`src/rtl/axis_cmd_packer.sv`:
```
// rtl/axis_cmd_packer.sv - host command to instruction-packet AXI-Stream encoder
//
// Purpose: turns RUN / APPLY_SPIKE / CLR / APPLY_PERIODIC commands into
// INP_WIDTH-bit instruction packets on a registered AXI-Stream master. RUN
// counts above the RUN field maximum are split into several RUN packets. The
// block also tracks timesteps issued but not yet answered by an output beat.
//
// Ports:
//   clk, arst                    clock, asynchronous active-high reset
//   cmd_valid/cmd_ready          command handshake
//   cmd_op, cmd_arg, cmd_count   opcode, pre-packed payload, RUN step count
//   m_axis_tdata/tvalid/tready   instruction packet stream to the processor
//   out_beat                     processor result handshake tap
//   pending_steps                issued timesteps awaiting an out_beat
//   busy                         splitting or holding an unsent packet
//   err_underflow                sticky: out_beat seen with nothing pending
module axis_cmd_packer #(
  parameter int INP_WIDTH = 16,
  parameter int RUN_WIDTH = INP_WIDTH - 3,
  parameter int CNT_WIDTH = 32
) (
  input  logic                 clk,
  input  logic                 arst,
  input  logic                 cmd_valid,
  output logic                 cmd_ready,
  input  logic [1:0]           cmd_op,
  input  logic [INP_WIDTH-2:0] cmd_arg,
  input  logic [CNT_WIDTH-1:0] cmd_count,
  output logic [INP_WIDTH-1:0] m_axis_tdata,
  output logic                 m_axis_tvalid,
  input  logic                 m_axis_tready,
  input  logic                 out_beat,
  output logic [CNT_WIDTH-1:0] pending_steps,
  output logic                 busy,
  output logic                 err_underflow
);

  localparam logic [1:0] OP_RUN      = 2'd0;
  localparam logic [1:0] OP_SPIKE    = 2'd1;
  localparam logic [1:0] OP_CLR      = 2'd2;
  localparam logic [1:0] OP_PERIODIC = 2'd3;

  localparam logic [CNT_WIDTH-1:0] RUN_MAX = CNT_WIDTH'({RUN_WIDTH{1'b1}});

  typedef enum logic {ST_IDLE, ST_SPLIT} state_t;

  state_t               r_state;
  logic                 r_tvalid;
  logic [INP_WIDTH-1:0] r_tdata;
  logic [CNT_WIDTH-1:0] r_remaining;
  logic [CNT_WIDTH-1:0] r_pending;
  logic                 r_err;

  logic                 w_hs;
  logic                 w_accept;
  logic                 w_run_hs;
  logic [CNT_WIDTH-1:0] w_add;
  logic [RUN_WIDTH-1:0] w_first_chunk;
  logic [CNT_WIDTH-1:0] w_split_chunk;
  logic [CNT_WIDTH-1:0] w_remaining_next;

  assign w_hs      = r_tvalid && m_axis_tready;
  assign cmd_ready = (r_state == ST_IDLE) && (!r_tvalid || m_axis_tready) && !arst;
  assign w_accept  = cmd_valid && cmd_ready;

  // Only RUN packets carry the 001 prefix (PERIODIC has MSB=1, SPIKE/CLR 01x),
  // so the packet being handshaken identifies itself; no side flag needed.
  assign w_run_hs = w_hs && (r_tdata[INP_WIDTH-1 -: 3] == 3'b001);
  assign w_add    = w_run_hs ? CNT_WIDTH'(r_tdata[RUN_WIDTH-1:0]) : '0;

  assign w_first_chunk    = (cmd_count > RUN_MAX) ? {RUN_WIDTH{1'b1}} : cmd_count[RUN_WIDTH-1:0];
  assign w_split_chunk    = (r_remaining > RUN_MAX) ? RUN_MAX : r_remaining;
  assign w_remaining_next = r_remaining - w_split_chunk;

  assign m_axis_tdata  = r_tdata;
  assign m_axis_tvalid = r_tvalid;
  assign pending_steps = r_pending;
  assign err_underflow = r_err;
  assign busy          = (r_state != ST_IDLE) || r_tvalid;

  always_ff @(posedge clk or posedge arst) begin
    if (arst) begin
      r_state     <= ST_IDLE;
      r_tvalid    <= 1'b0;
      r_tdata     <= '0;
      r_remaining <= '0;
      r_pending   <= '0;
      r_err       <= 1'b0;
    end else begin
      if (r_state == ST_IDLE) begin
        if (w_accept) begin
          unique case (cmd_op)
            OP_RUN: begin
              if (cmd_count == '0) begin
                // Nothing to send; acceptance implies any held packet is gone.
                r_tvalid <= 1'b0;
                r_tdata  <= '0;
              end else begin
                r_tvalid <= 1'b1;
                r_tdata  <= {3'b001, w_first_chunk};
                if (cmd_count > RUN_MAX) begin
                  r_remaining <= cmd_count - RUN_MAX;
                  r_state     <= ST_SPLIT;
                end
              end
            end
            OP_SPIKE: begin
              r_tvalid <= 1'b1;
              r_tdata  <= {3'b010, cmd_arg[INP_WIDTH-4:0]};
            end
            OP_CLR: begin
              r_tvalid <= 1'b1;
              r_tdata  <= {3'b011, {(INP_WIDTH-3){1'b0}}};
            end
            OP_PERIODIC: begin
              r_tvalid <= 1'b1;
              r_tdata  <= {1'b1, cmd_arg};
            end
          endcase
        end else if (w_hs) begin
          r_tvalid <= 1'b0;
        end
      end else begin
        // SPLIT keeps tvalid high; each handshake loads the next chunk.
        if (w_hs) begin
          r_tdata     <= {3'b001, w_split_chunk[RUN_WIDTH-1:0]};
          r_remaining <= w_remaining_next;
          if (w_remaining_next == '0) begin
            r_state <= ST_IDLE;
          end
        end
      end

      // A RUN handshake always adds at least 1, so only a bare beat underflows.
      if (out_beat && (r_pending == '0) && !w_run_hs) begin
        r_err <= 1'b1;
      end else begin
        r_pending <= r_pending + w_add - CNT_WIDTH'(out_beat);
      end
    end
  end

endmodule

```
`config.mk`:
```
export PLATFORM = sky130hd
export DESIGN_NAME = axis_cmd_packer
export DESIGN_NICKNAME = d
export VERILOG_FILES = /design/src/rtl/axis_cmd_packer.sv
export SDC_FILE = /design/constraint.sdc
export NUM_CORES = 1
export LEC_CHECK = 0
export CAP_MARGIN = 0
export CORE_MARGIN = 2
export CORE_UTILIZATION = 45
export DETAILED_ROUTE_END_ITERATION = 12
export MAX_ROUTING_LAYER = met4
export PLACE_DENSITY = 0.71
export SLEW_MARGIN = 20
export SYNTH_ARGS = -nofsm -noshare
export SYNTH_HDL_FRONTEND = slang
export SYNTH_SLANG_ARGS = --single-unit
```
`constraint.sdc`:
```
create_clock -name clk -period 4 [get_ports clk]
set_input_delay 1 -clock clk [delete_from_list [all_inputs] [get_ports clk]]
set_output_delay 1 -clock clk [all_outputs]
set_load 0.05 [all_outputs]
```
### After elaboration in Yosys (flattened, before gate mapping)

Index checks and enable logic that the tools add are counted.
Widths: inputs -> output; s select.

| word-level totals | value |
|---|---|
| flip-flop bits (word level) | 83 |
| latch bits | 0 |
| RAM bits | 0 |
| ROM bits | 0 |
| input port bits | 54 |
| output and inout bits | 52 |
| word-level logic and storage cells | 68 |
| memories | 0 |

| operators by class | value |
|---|---|
| $add $sub $neg | 4 |
| multipliers | 0 |
| divide/modulo/power cells | 0 |
| order comparisons | 2 |
| equality and inequality tests | 6 |
| shifts and indexed selects | 0 |
| multiplexer cells | 25 |
| bitwise logic cells | 1 |
| reduce and logical (&&, ||, !) cells | 24 |

Operator list:

| operator | number |
|---|---|
| $mux 32 | 7 |
| $logic_not 32->1 | 3 |
| $gt 32x13->1 const B | 2 |
| $pmux 16 s4 | 1 |
| $mux 16 | 3 |
| $add 32x13->32 | 1 |
| $sub 32x1->32 | 1 |
| $sub 32x13->32 const B | 1 |
| $sub 32x32->32 | 1 |
| $mux 13 | 2 |
| $mux 14 | 1 |
| $mux 1 | 10 |
| $reduce_bool 2->1 | 4 |
| $logic_and 1x1->1 | 7 |
| $reduce_and 5->1 | 1 |
| $eq 2x2->1 const B | 2 |
| $reduce_and 2->1 | 2 |
| $eq 3x1->1 const B | 1 |
| $logic_not 1->1 | 3 |
| $reduce_or 3->1 | 1 |
| $eq 2x1->1 const B | 1 |
| $logic_not 2->1 | 1 |
| $logic_or 1x1->1 | 2 |
| $ne 2x1->1 const B | 1 |
| other kinds (3) | 3 |

### Logic depth before layout (Yosys ltp)

Gate-level depths: netlist of run 1.

| logic depth | value |
|---|---|
| depth in word-level cells | 7 |
| mapped depth | 18 |
| depth with buffers taken out | 17 |

### Least setup slack after synthesis of run 1

OpenSTA, ideal clock, no wires.

| timing path | value |
|---|---|
| path kind | input to register |
| from | input m_axis_tready |
| to | register r_pending[30] (netlist: pending_steps[30]) |
| setup time | 0.099 ns |
| arrival time | 4.737 ns |
| data required time | 3.901 ns |
| setup slack | -0.837 ns |
| stages | 18 |
| buffers on the path | 1 |
| cells stage by stage | and2_0 nor4b_1 clkbuf_1 nand2_1 ha_1 inv_1 ha_1 inv_1 fa_1 nor2b_1 o31a_1 o31ai_1 nand3_1 a221oi_1 a31oi_1 a221oi_1 nor4b_1 a311oi_1 |

| between the ends | value |
|---|---|
| word-level cells in the longest chain between the ends | 5 |
| elaborated cells between the ends (all ways) | 7 |
| classes of those cells | add/sub: 2; mux: 1; reduce/logical: 4 |

Ends and longest elaborated chain:

| item | RTL line | RTL |
|---|---|---|
| from (decl) | 31 | `input logic m_axis_tready,` |
| $logic_and 1x1->1 * | 62 | `assign w_hs = r_tvalid && m_axis_tready;` |
| $logic_and 1x1->1 * | 68 | `assign w_run_hs = w_hs && (r_tdata[INP_WIDTH-1 -: 3] == 3'b001);` |
| $mux 13 | 69 | `assign w_add = w_run_hs ? CNT_WIDTH'(r_tdata[RUN_WIDTH-1:0]) : '0;` |
| $add 32x13->32 | 138 | `r_pending <= r_pending + w_add - CNT_WIDTH'(out_beat);` |
| $sub 32x1->32 | 138 |  |
| to (signal assigned) | 138 |  |
| to (decl) | 51 | `logic [CNT_WIDTH-1:0] r_pending;` |

Mark *: on every way between the ends. The rest lies on a longest branch, timed or not.
A chain may end at the register's enable or synchronous reset.

### Worst setup path after layout of run 1

Same ends and word-level chain as after synthesis.

==> run_summary.xml, run 1 <==
<?xml version="1.0" encoding="UTF-8"?>
<metrics>
  <group name="run_status">
    <metric name="outcome" unit="">finished, final reports clean</metric>
  </group>
  <group name="yosys">
    <metric name="synth_sequential_area_ratio" unit="%">29.1</metric>
    <metric name="synthesis.instances" unit="">927</metric>
    <metric name="synth_flop_cell" unit="">sky130_fd_sc_hd__dfrtp_1</metric>
    <metric name="synth_top_cell_by_area" unit="">sky130_fd_sc_hd__dfrtp_1</metric>
    <metric name="yosysWarningCount" unit="">0</metric>
    <metric name="netlist_top_cells_area" unit="">sky130_fd_sc_hd__dfrtp_1 29%, sky130_fd_sc_hd__ha_1 9.8%, sky130_fd_sc_hd__nand2_1 5.7%</metric>
    <metric name="synth_largest_type_area_fraction" unit="%">29.1</metric>
    <metric name="syn_nets" unit="">1038</metric>
    <metric name="ys_async_sr_fraction" unit="%">100</metric>
    <metric name="synth_area" unit="sq mm">0.00714</metric>
    <metric name="yosys_register_bits" unit="">83</metric>
    <metric name="synth-edff-count" unit="">0</metric>
    <metric name="avgSynthCellArea" unit="sq um">7.70</metric>
    <metric name="synthDistinctLibCells" unit="">79</metric>
  </group>
  <group name="timing">
    <metric name="totalNegativeSetupSlack" unit="ps">0</metric>
    <metric name="finalSetupViolations" unit="">0</metric>
    <metric name="tightestPinTransition" unit="ps">845</metric>
    <metric name="timing.final.crit_share" unit="%">99.8</metric>
    <metric name="maxSlewHeadroom" unit="%">43.6</metric>
    <metric name="max_clock_freq" unit="MHz">251</metric>
    <metric name="grt_setup_unrepaired" unit="">yes</metric>
    <metric name="maxSlewViolCount" unit="">0</metric>
    <metric name="final-hold-violation-count" unit="">0</metric>
    <metric name="finalWorstPathRequiredPeriod" unit="ps">3990</metric>
    <metric name="finalHoldWorstSlack" unit="ps">468</metric>
    <metric name="fin_skew" unit="ps">8.90</metric>
  </group>
  <group name="detailed_routing">
    <metric name="postRouteAntennaNets" unit="">0</metric>
    <metric name="number_of_iterations_in_the_first_detailed_routing_pass" unit="">7</metric>
    <metric name="num_vias" unit="">7280</metric>
    <metric name="initialDrtViolationCount" unit="">605</metric>
    <metric name="wl_per_cell" unit="um">16.0</metric>
    <metric name="finalWirelength" unit="mm">20.8</metric>
    <metric name="drc" unit="">0</metric>
    <metric name="avgViaCountPerCell" unit="">5.57</metric>
  </group>
  <group name="min_path">
    <metric name="worstHoldPathCells" unit="">1</metric>
    <metric name="hp-class" unit="">flop to flop</metric>
    <metric name="hp-start" unit="">err_underflow$_DFFE_PP0P_</metric>
    <metric name="whs_endpoint" unit="">err_underflow$_DFFE_PP0P_</metric>
  </group>
  <group name="final_layout">
    <metric name="antenna-diode-count" unit="">0</metric>
    <metric name="post_layout_nonfiller_instances" unit="">1306</metric>
    <metric name="fin_nets" unit="">1196</metric>
    <metric name="fill_cells" unit="">1402</metric>
    <metric name="post_route_cells_drive_above_1_share" unit="%">16.1</metric>
    <metric name="layout-area-overhead-vs-synth" unit="%">35.0</metric>
  </group>
  <group name="setup_path">
    <metric name="r2r_start" unit="">r_remaining[15]$_DFFE_PP0P_</metric>
    <metric name="setup.worst_path.start_class" unit="">primary input</metric>
    <metric name="max_stage_delay" unit="ps">320</metric>
    <metric name="number_of_buffer_and_inverter_stages_on_the_critical_path" unit="">4</metric>
    <metric name="timing.reg2reg.worst_path_depth" unit="">13</metric>
    <metric name="endpoint_of_the_lowest_slack_register_to_register_path" unit="">r_state$_DFF_PP0_</metric>
    <metric name="timing.setup.critical_path_class" unit="">primary input to flop</metric>
    <metric name="crit_arrival" unit="ps">4260</metric>
    <metric name="critPathRequiredTime" unit="ps">4260</metric>
    <metric name="timing.critical_path.max_delay_family" unit="">compound AO/OA/AOI/OAI gates</metric>
    <metric name="cp_max_delay_cell" unit="">sky130_fd_sc_hd__a221oi_4</metric>
    <metric name="rrSetupSlack" unit="ps">230</metric>
    <metric name="end_kind" unit="">flop</metric>
    <metric name="critPathMaxFanout" unit="">5</metric>
    <metric name="crit_path_cells" unit="">buf_6, and2_4, nor4b_4, buf_12, nand2_4, ha_4, inv_2, ha_4, inv_2, fa_2, nor2b_4, o31a_1, o31ai_2, nand3_2, a221oi_4, a31oi_4, a221oi_4, nor4b_2, a311oi_1</metric>
  </group>
  <group name="clocking">
    <metric name="cts_hold_buffers" unit="">0</metric>
    <metric name="clock_sink_count" unit="">83</metric>
    <metric name="clock_path_buffers" unit="">2</metric>
    <metric name="cts_buffers" unit="">9</metric>
    <metric name="clk-insertion-delay-late" unit="ps">360</metric>
    <metric name="cts_max_level" unit="">3</metric>
    <metric name="clock_tree.root_cell" unit="">sky130_fd_sc_hd__clkbuf_16</metric>
    <metric name="clk_transition_reported_paths" unit="ps">70</metric>
    <metric name="cts_tree" unit="">done</metric>
  </group>
  <group name="floorplan">
    <metric name="die_x" unit="um">130</metric>
    <metric name="floorplan.initialDensity" unit="%">45.4</metric>
    <metric name="boundaryPins" unit="">106</metric>
    <metric name="vertical_extent_of_the_die" unit="um">130</metric>
    <metric name="floorplan.die_area" unit="sq mm">0.0169</metric>
    <metric name="core_area" unit="sq mm">0.0157</metric>
    <metric name="rows" unit="">46</metric>
  </group>
  <group name="global_routing">
    <metric name="first_global_vias" unit="">6874</metric>
    <metric name="globalRouteTotalUtil" unit="%">26.0</metric>
    <metric name="pin_count_of_the_biggest_net_entering_global_routing" unit="">70</metric>
    <metric name="grt_antenna_before_repair" unit="">0</metric>
    <metric name="grt_overflow_total" unit="">0</metric>
    <metric name="grt_pass1_wl" unit="mm">33.8</metric>
  </group>
  <group name="power_and_ir_drop">
    <metric name="power_density" unit="mW/mm^2">878</metric>
    <metric name="cellLeakagePower" unit="nW">4.15</metric>
    <metric name="irDropWorstVdd" unit="mV">0.429</metric>
    <metric name="total_power" unit="mW">8.46</metric>
  </group>
  <group name="placed_design">
    <metric name="place.gp.congestion" unit="">0.940</metric>
    <metric name="io_buffers" unit="">105</metric>
    <metric name="hpwlAfterDp" unit="mm">15.6</metric>
    <metric name="numPlacedInstances" unit="">1276</metric>
  </group>
  <group name="job">
    <metric name="cap_violations" unit="">0</metric>
  </group>
</metrics>
worst register-to-register path, stage by stage (launching register included):
cell and delay, ps:
sky130_fd_sc_hd__dfrtp_1 450, sky130_fd_sc_hd__or3_4 450, sky130_fd_sc_hd__or3_4 430, sky130_fd_sc_hd__nor4b_4 360, sky130_fd_sc_hd__or2_2 190, sky130_fd_sc_hd__ha_1 240
sky130_fd_sc_hd__nand3_1 120, sky130_fd_sc_hd__nor2_1 180, sky130_fd_sc_hd__o21ai_2 120, sky130_fd_sc_hd__nor2_1 310, sky130_fd_sc_hd__nor3_1 100, sky130_fd_sc_hd__xor2_1 170
sky130_fd_sc_hd__nor4_1 310, sky130_fd_sc_hd__a32oi_1 200
sequential cells by signal, summed over array words and instances (netlist names):
signal and cells:
err_underflow 1, m_axis_tvalid 1, pending_steps 32, r_remaining 32, m_axis_tdata 16, r_state 1
cell usage after synthesis, drive strengths merged (4+ instances only):
cell type    n
nand2b      10
xor2        27
o211ai       4
a211oi       7
ha          56
and3         6
o31ai       12
nor4        14
o22ai       22
nand4       10
or3         11
o21ai       81
and2         4
nor2b        8
o21a         7
dfrtp       83
buf          7
nand2      108
a31oi       11
inv         79
nor4b        5
a21o         7
or2          5
nor2        83
clkbuf      32
xnor2       35
nor3b        4
nand3       32
o21bai       5
nor3        27
a21oi       73
worst max-delay path by stage:
| stage | from | endpoint | slack (ps) | depth (start not counted) |
|---|---|---|---|---|
| 6_report | m_axis_tready | pending_steps[30]$_DFFE_PP0N_ | 9 | 19 |
| 5_1_grt | m_axis_tready | pending_steps[30]$_DFFE_PP0N_ | -200 | 19 |
| 4_1_cts | m_axis_tready | pending_steps[30]$_DFFE_PP0N_ | -80 | 19 |
| 3_5_place_dp | m_axis_tready | pending_steps[30]$_DFFE_PP0N_ | -770 | 19 |
| 3_3_place_gp | m_axis_tready | pending_steps[27]$_DFFE_PP0N_ | -670 | 17 |
| 2_1_floorplan | m_axis_tready | pending_steps[30]$_DFFE_PP0N_ | -180 | 18 |
placed cells by master (no fill, tap or decap), types with 6 or more instances in the layout:
master and count:
sky130_fd_sc_hd__and3_1 6, sky130_fd_sc_hd__nand2_1 106, sky130_fd_sc_hd__a21oi_2 7, sky130_fd_sc_hd__ha_4 12
sky130_fd_sc_hd__o22ai_1 22, sky130_fd_sc_hd__clkdlybuf4s50_1 103, sky130_fd_sc_hd__nand4_1 9, sky130_fd_sc_hd__o21a_1 7
sky130_fd_sc_hd__a31oi_1 9, sky130_fd_sc_hd__o31ai_1 11, sky130_fd_sc_hd__buf_4 79, sky130_fd_sc_hd__or3_1 9
sky130_fd_sc_hd__o21ai_2 6, sky130_fd_sc_hd__nand2b_1 10, sky130_fd_sc_hd__inv_1 73, sky130_fd_sc_hd__ha_1 42
sky130_fd_sc_hd__dfrtp_1 82, sky130_fd_sc_hd__nor4_1 13, sky130_fd_sc_hd__o21ai_1 7, sky130_fd_sc_hd__nand3_1 30
sky130_fd_sc_hd__o21ai_0 68, sky130_fd_sc_hd__a21o_1 6, sky130_fd_sc_hd__nor3_1 25, sky130_fd_sc_hd__a21oi_1 65
sky130_fd_sc_hd__xnor2_1 34, sky130_fd_sc_hd__nor2_1 83, sky130_fd_sc_hd__clkbuf_16 10, sky130_fd_sc_hd__xor2_1 27
sky130_fd_sc_hd__nor2b_1 7
final cells by class:
type / instances / area [sq um] / share of cell area, %
inverters: 79 / 298 / 3.09
flip-flops and latches: 83 / 2080 / 21.6
repair buffers: 187 / 1720 / 17.9
clock buffers: 10 / 229 / 2.38
well taps: 216 / 270 / 2.80
multi-input cells: 725 / 4980 / 51.6
clock inverters: 6 / 65.1 / 0.675
cell families after synthesis:
family	count (synthesis)	synth area share, %
xor+xnor	62	7.61
flops	83	29.1
buf+inv	119	6.62
fa+ha+maj	57	10.1
simple gates	340	23.6
compound gates	262	22.3
mux	4	0.613
repair_timing:
action | 4_1_cts | 5_1_grt
gates cloned | 1 | 0
pin swaps | 20 | 29
endpoints found under the setup margin | 16 | 14
setup buffers | 7 | 7
resized for setup | 14 | 39
metrics by stage:
stage	instance area, sq um	setup WS, ps	util [%]
after floorplan	7300	-184	-
after global placement	8970	-671	57.1
after detailed placement	8970	-774	57.1
after CTS	9420	-82.3	60.0
after global routing	9640	-203	61.3
final	9640	8.78	61.3
report_power, final:
| group | total [mW] | switching [mW] | internal, mW |
|---|---|---|---|
| Clock | 0.867 | 0.382 | 0.485 |
| Combinational | 6.08 | 3.31 | 2.77 |
| Sequential | 1.51 | 0.343 | 1.17 |
| Total | 8.46 | 4.03 | 4.43 |
layer usage:
metal	vias to the layer above	share of wire [%]	global-route usage, %
met5	-	0	-
met4	0	2.5	10.1
met3	33	4.0	2.67
met2	222	48	41.5
met1	3424	45	34.2
li1	3601	-	-
Note: power is estimated with default switching activity, not from simulation.
==> run 2: changes to the inputs <==
- HOLD_SLACK_MARGIN: default -> 0.1
==> results of run 2 <==
No change in the layout: final DEF, timing and power equal those of run 1.
==> run 3: changes to the inputs <==
- ABC_AREA: default -> 0
- CORE_UTILIZATION: 45 -> 51
- PLACE_DENSITY: 0.71 -> 0.79
==> run 3 against run 2 <==
Compared with the run above: clock-buffer cell count grew 2; first-iteration DRC count is 19% higher; core utilization up 8.2 points; power is 1.4% higher; critical path type unchanged; cell count decreased by 3.1%; sequential power about the same; non-clock buffer count is 5 lower; global-route usage up 3.8 points; die area down 11%; sequential cell count did not move.
==> run_summary.xml, run 3 (synthesis results as in run 1) <==
<?xml version="1.0" encoding="UTF-8"?>
<metrics>
  <group name="final_layout">
    <metric name="fill_cells" unit="">1105</metric>
    <metric name="final_design_area_no_fill" unit="sq mm">0.00958</metric>
    <metric name="layout-area-overhead-vs-synth" unit="%">34.1</metric>
    <metric name="post_route_cells_drive_above_1_share" unit="%">15.8</metric>
    <metric name="layout_commonest_cell" unit="">sky130_fd_sc_hd__nand2_1</metric>
    <metric name="fin_nets" unit="">1191</metric>
    <metric name="antenna-diode-count" unit="">0</metric>
    <metric name="final_cell_mix" unit="">104 x sky130_fd_sc_hd__nand2_1, 103 x sky130_fd_sc_hd__clkdlybuf4s50_1, 82 x sky130_fd_sc_hd__nor2_1, 82 x sky130_fd_sc_hd__dfrtp_1</metric>
  </group>
  <group name="setup_path">
    <metric name="setup.worst_path.start_class" unit="">primary input</metric>
    <metric name="end_kind" unit="">flop</metric>
    <metric name="critPathRequiredTime" unit="ps">4230</metric>
    <metric name="crit_arrival" unit="ps">4200</metric>
    <metric name="timing.setup.critical_path_class" unit="">primary input to flop</metric>
    <metric name="critPathMaxFanout" unit="">6</metric>
  </group>
  <group name="timing">
    <metric name="tightestPinTransition" unit="ps">906</metric>
    <metric name="grt_setup_unrepaired" unit="">yes</metric>
    <metric name="final-hold-violation-count" unit="">0</metric>
    <metric name="finalWorstPathRequiredPeriod" unit="ps">3970</metric>
    <metric name="maxSlewHeadroom" unit="%">39.4</metric>
    <metric name="timing.final.crit_share" unit="%">99.3</metric>
    <metric name="totalNegativeSetupSlack" unit="ps">0</metric>
    <metric name="finalSetupViolations" unit="">0</metric>
    <metric name="final.setup.worst_slack" unit="ps">28.6</metric>
    <metric name="fin_skew" unit="ps">6.07</metric>
    <metric name="max_clock_freq" unit="MHz">252</metric>
    <metric name="maxSlewViolCount" unit="">0</metric>
  </group>
  <group name="global_routing">
    <metric name="grt_overflow_total" unit="">0</metric>
    <metric name="grt_pass1_wl" unit="mm">34.1</metric>
    <metric name="globalRouteTotalUtil" unit="%">29.8</metric>
    <metric name="pin_count_of_the_biggest_net_entering_global_routing" unit="">84</metric>
    <metric name="grt_antenna_before_repair" unit="">0</metric>
    <metric name="first_global_vias" unit="">6948</metric>
  </group>
  <group name="power_and_ir_drop">
    <metric name="irDropWorstVdd" unit="mV">0.323</metric>
    <metric name="power_density" unit="mW/mm^2">896</metric>
    <metric name="cellLeakagePower" unit="nW">4.12</metric>
  </group>
  <group name="floorplan">
    <metric name="floorplan.die_area" unit="sq mm">0.0150</metric>
    <metric name="vertical_extent_of_the_die" unit="um">122</metric>
    <metric name="core_area" unit="sq mm">0.0138</metric>
    <metric name="rows" unit="">43</metric>
    <metric name="boundaryPins" unit="">106</metric>
    <metric name="die_x" unit="um">122</metric>
    <metric name="floorplan.initialDensity" unit="%">51.8</metric>
  </group>
  <group name="placed_design">
    <metric name="hpwlAfterDp" unit="mm">15.5</metric>
    <metric name="placed_cell_area" unit="sq mm">0.00890</metric>
    <metric name="pre_cts_slack" unit="ps">-722</metric>
    <metric name="place.gp.congestion" unit="">0.950</metric>
    <metric name="io_buffers" unit="">105</metric>
  </group>
  <group name="clocking">
    <metric name="clk_transition_reported_paths" unit="ps">60</metric>
    <metric name="cts_max_level" unit="">3</metric>
    <metric name="clock_tree.root_cell" unit="">sky130_fd_sc_hd__clkbuf_16</metric>
    <metric name="clk-insertion-delay-late" unit="ps">360</metric>
    <metric name="clock_path_buffers" unit="">2</metric>
    <metric name="cts_hold_buffers" unit="">0</metric>
    <metric name="cts_buffers" unit="">9</metric>
    <metric name="clock_sink_count" unit="">83</metric>
    <metric name="cts_tree" unit="">done</metric>
  </group>
  <group name="detailed_routing">
    <metric name="initialDrtViolationCount" unit="">718</metric>
    <metric name="finalWirelength" unit="mm">21.6</metric>
    <metric name="num_vias" unit="">7458</metric>
    <metric name="postRouteAntennaNets" unit="">0</metric>
    <metric name="drc" unit="">0</metric>
    <metric name="avgViaCountPerCell" unit="">5.90</metric>
    <metric name="wl_per_cell" unit="um">17.0</metric>
    <metric name="number_of_iterations_in_the_first_detailed_routing_pass" unit="">5</metric>
  </group>
  <group name="run_status">
    <metric name="outcome" unit="">finished, final reports clean</metric>
  </group>
  <group name="min_path">
    <metric name="hp-class" unit="">flop to flop</metric>
  </group>
  <group name="job">
    <metric name="cap_violations" unit="">0</metric>
  </group>
</metrics>
==> run 3: area by class of cell <==
type | count | area [sq um] | share of cell area, %
clock buffers | 12 | 236 | 2.47
clock inverters | 4 | 75.1 | 0.784
inverters | 79 | 298 | 3.11
multi-input cells | 725 | 4970 | 51.9
flip-flops and latches | 83 | 2080 | 21.7
well taps | 180 | 225 | 2.35
repair buffers | 182 | 1690 | 17.7
==> run 3: where the power goes <==
group,total [mW],switching (mW),leakage (nW),internal (mW)
Clock,0.910,0.362,0.143,0.548
Sequential,1.52,0.352,1.01,1.17
Combinational,6.15,3.39,2.98,2.76
==> run 3: final timing paths <==
| path | from | end | slack (ps) | cells after the start |
|---|---|---|---|---|
| worst max-delay path | m_axis_tready | pending_steps[28]$_DFFE_PP0N_ | 30 | 20 |
| worst min-delay path | err_underflow$_DFFE_PP0P_ | err_underflow$_DFFE_PP0P_ | 470 | 1 |
| worst max register to register | r_remaining[15]$_DFFE_PP0P_ | r_state$_DFF_PP0_ | 260 | 13 |
| worst min register to register | err_underflow$_DFFE_PP0P_ | err_underflow$_DFFE_PP0P_ | 470 | 1 |
| max in group asynchronous | arst | pending_steps[9]$_DFFE_PP0N_ | 2530 | 3 |
| min in group asynchronous | arst | m_axis_tvalid$_DFFE_PP0P_ | 1060 | 3 |
==> run 3: metrics by stage <==
| step | total power, mW | hold slack [ps] | instances | util, % |
|---|---|---|---|---|
| 2_1_floorplan | 5.18 | 470 | 927 | - |
| 3_3_place_gp | 6.76 | 449 | 1235 | 64.6 |
| 3_5_place_dp | 6.89 | 457 | 1235 | 64.6 |
| 4_1_cts | 8.00 | 472 | 1258 | 67.9 |
| 5_1_grt | 9.18 | 494 | 1265 | 69.5 |
| 6_report | 8.58 | 473 | 1265 | 69.5 |
==> run 3: repair_timing <==
item	CTS	global route
pin swaps	14	28
endpoints found under the setup margin	16	17
resized for setup	14	40
cloned	1	0
buffers inserted	6	7
==> run 3: per-layer routing <==
layer / vias up / track usage, % / part of all wire [%]
met5: - / - / 0
met4: 0 / 11.6 / 2.7
met3: 49 / 3.30 / 5.3
met2: 284 / 49.3 / 50
met1: 3533 / 37.4 / 42
li1: 3592 / - / -
==> run 3: worst max-delay path, cell delays in order <==
cell and delay [ps]:
sky130_fd_sc_hd__buf_6 70, sky130_fd_sc_hd__and2_4 130, sky130_fd_sc_hd__nor4b_4 260, sky130_fd_sc_hd__buf_12 170, sky130_fd_sc_hd__nand2_4 50, sky130_fd_sc_hd__ha_4 260, sky130_fd_sc_hd__inv_2 30, sky130_fd_sc_hd__ha_4 150
sky130_fd_sc_hd__inv_2 50, sky130_fd_sc_hd__fa_2 210, sky130_fd_sc_hd__nor2b_4 50, sky130_fd_sc_hd__o31a_1 280, sky130_fd_sc_hd__o31ai_4 270, sky130_fd_sc_hd__nand3_2 150, sky130_fd_sc_hd__a221oi_4 310, sky130_fd_sc_hd__a31oi_4 150
sky130_fd_sc_hd__buf_6 150, sky130_fd_sc_hd__a31oi_4 160, sky130_fd_sc_hd__xor2_1 200, sky130_fd_sc_hd__a21oi_1 90
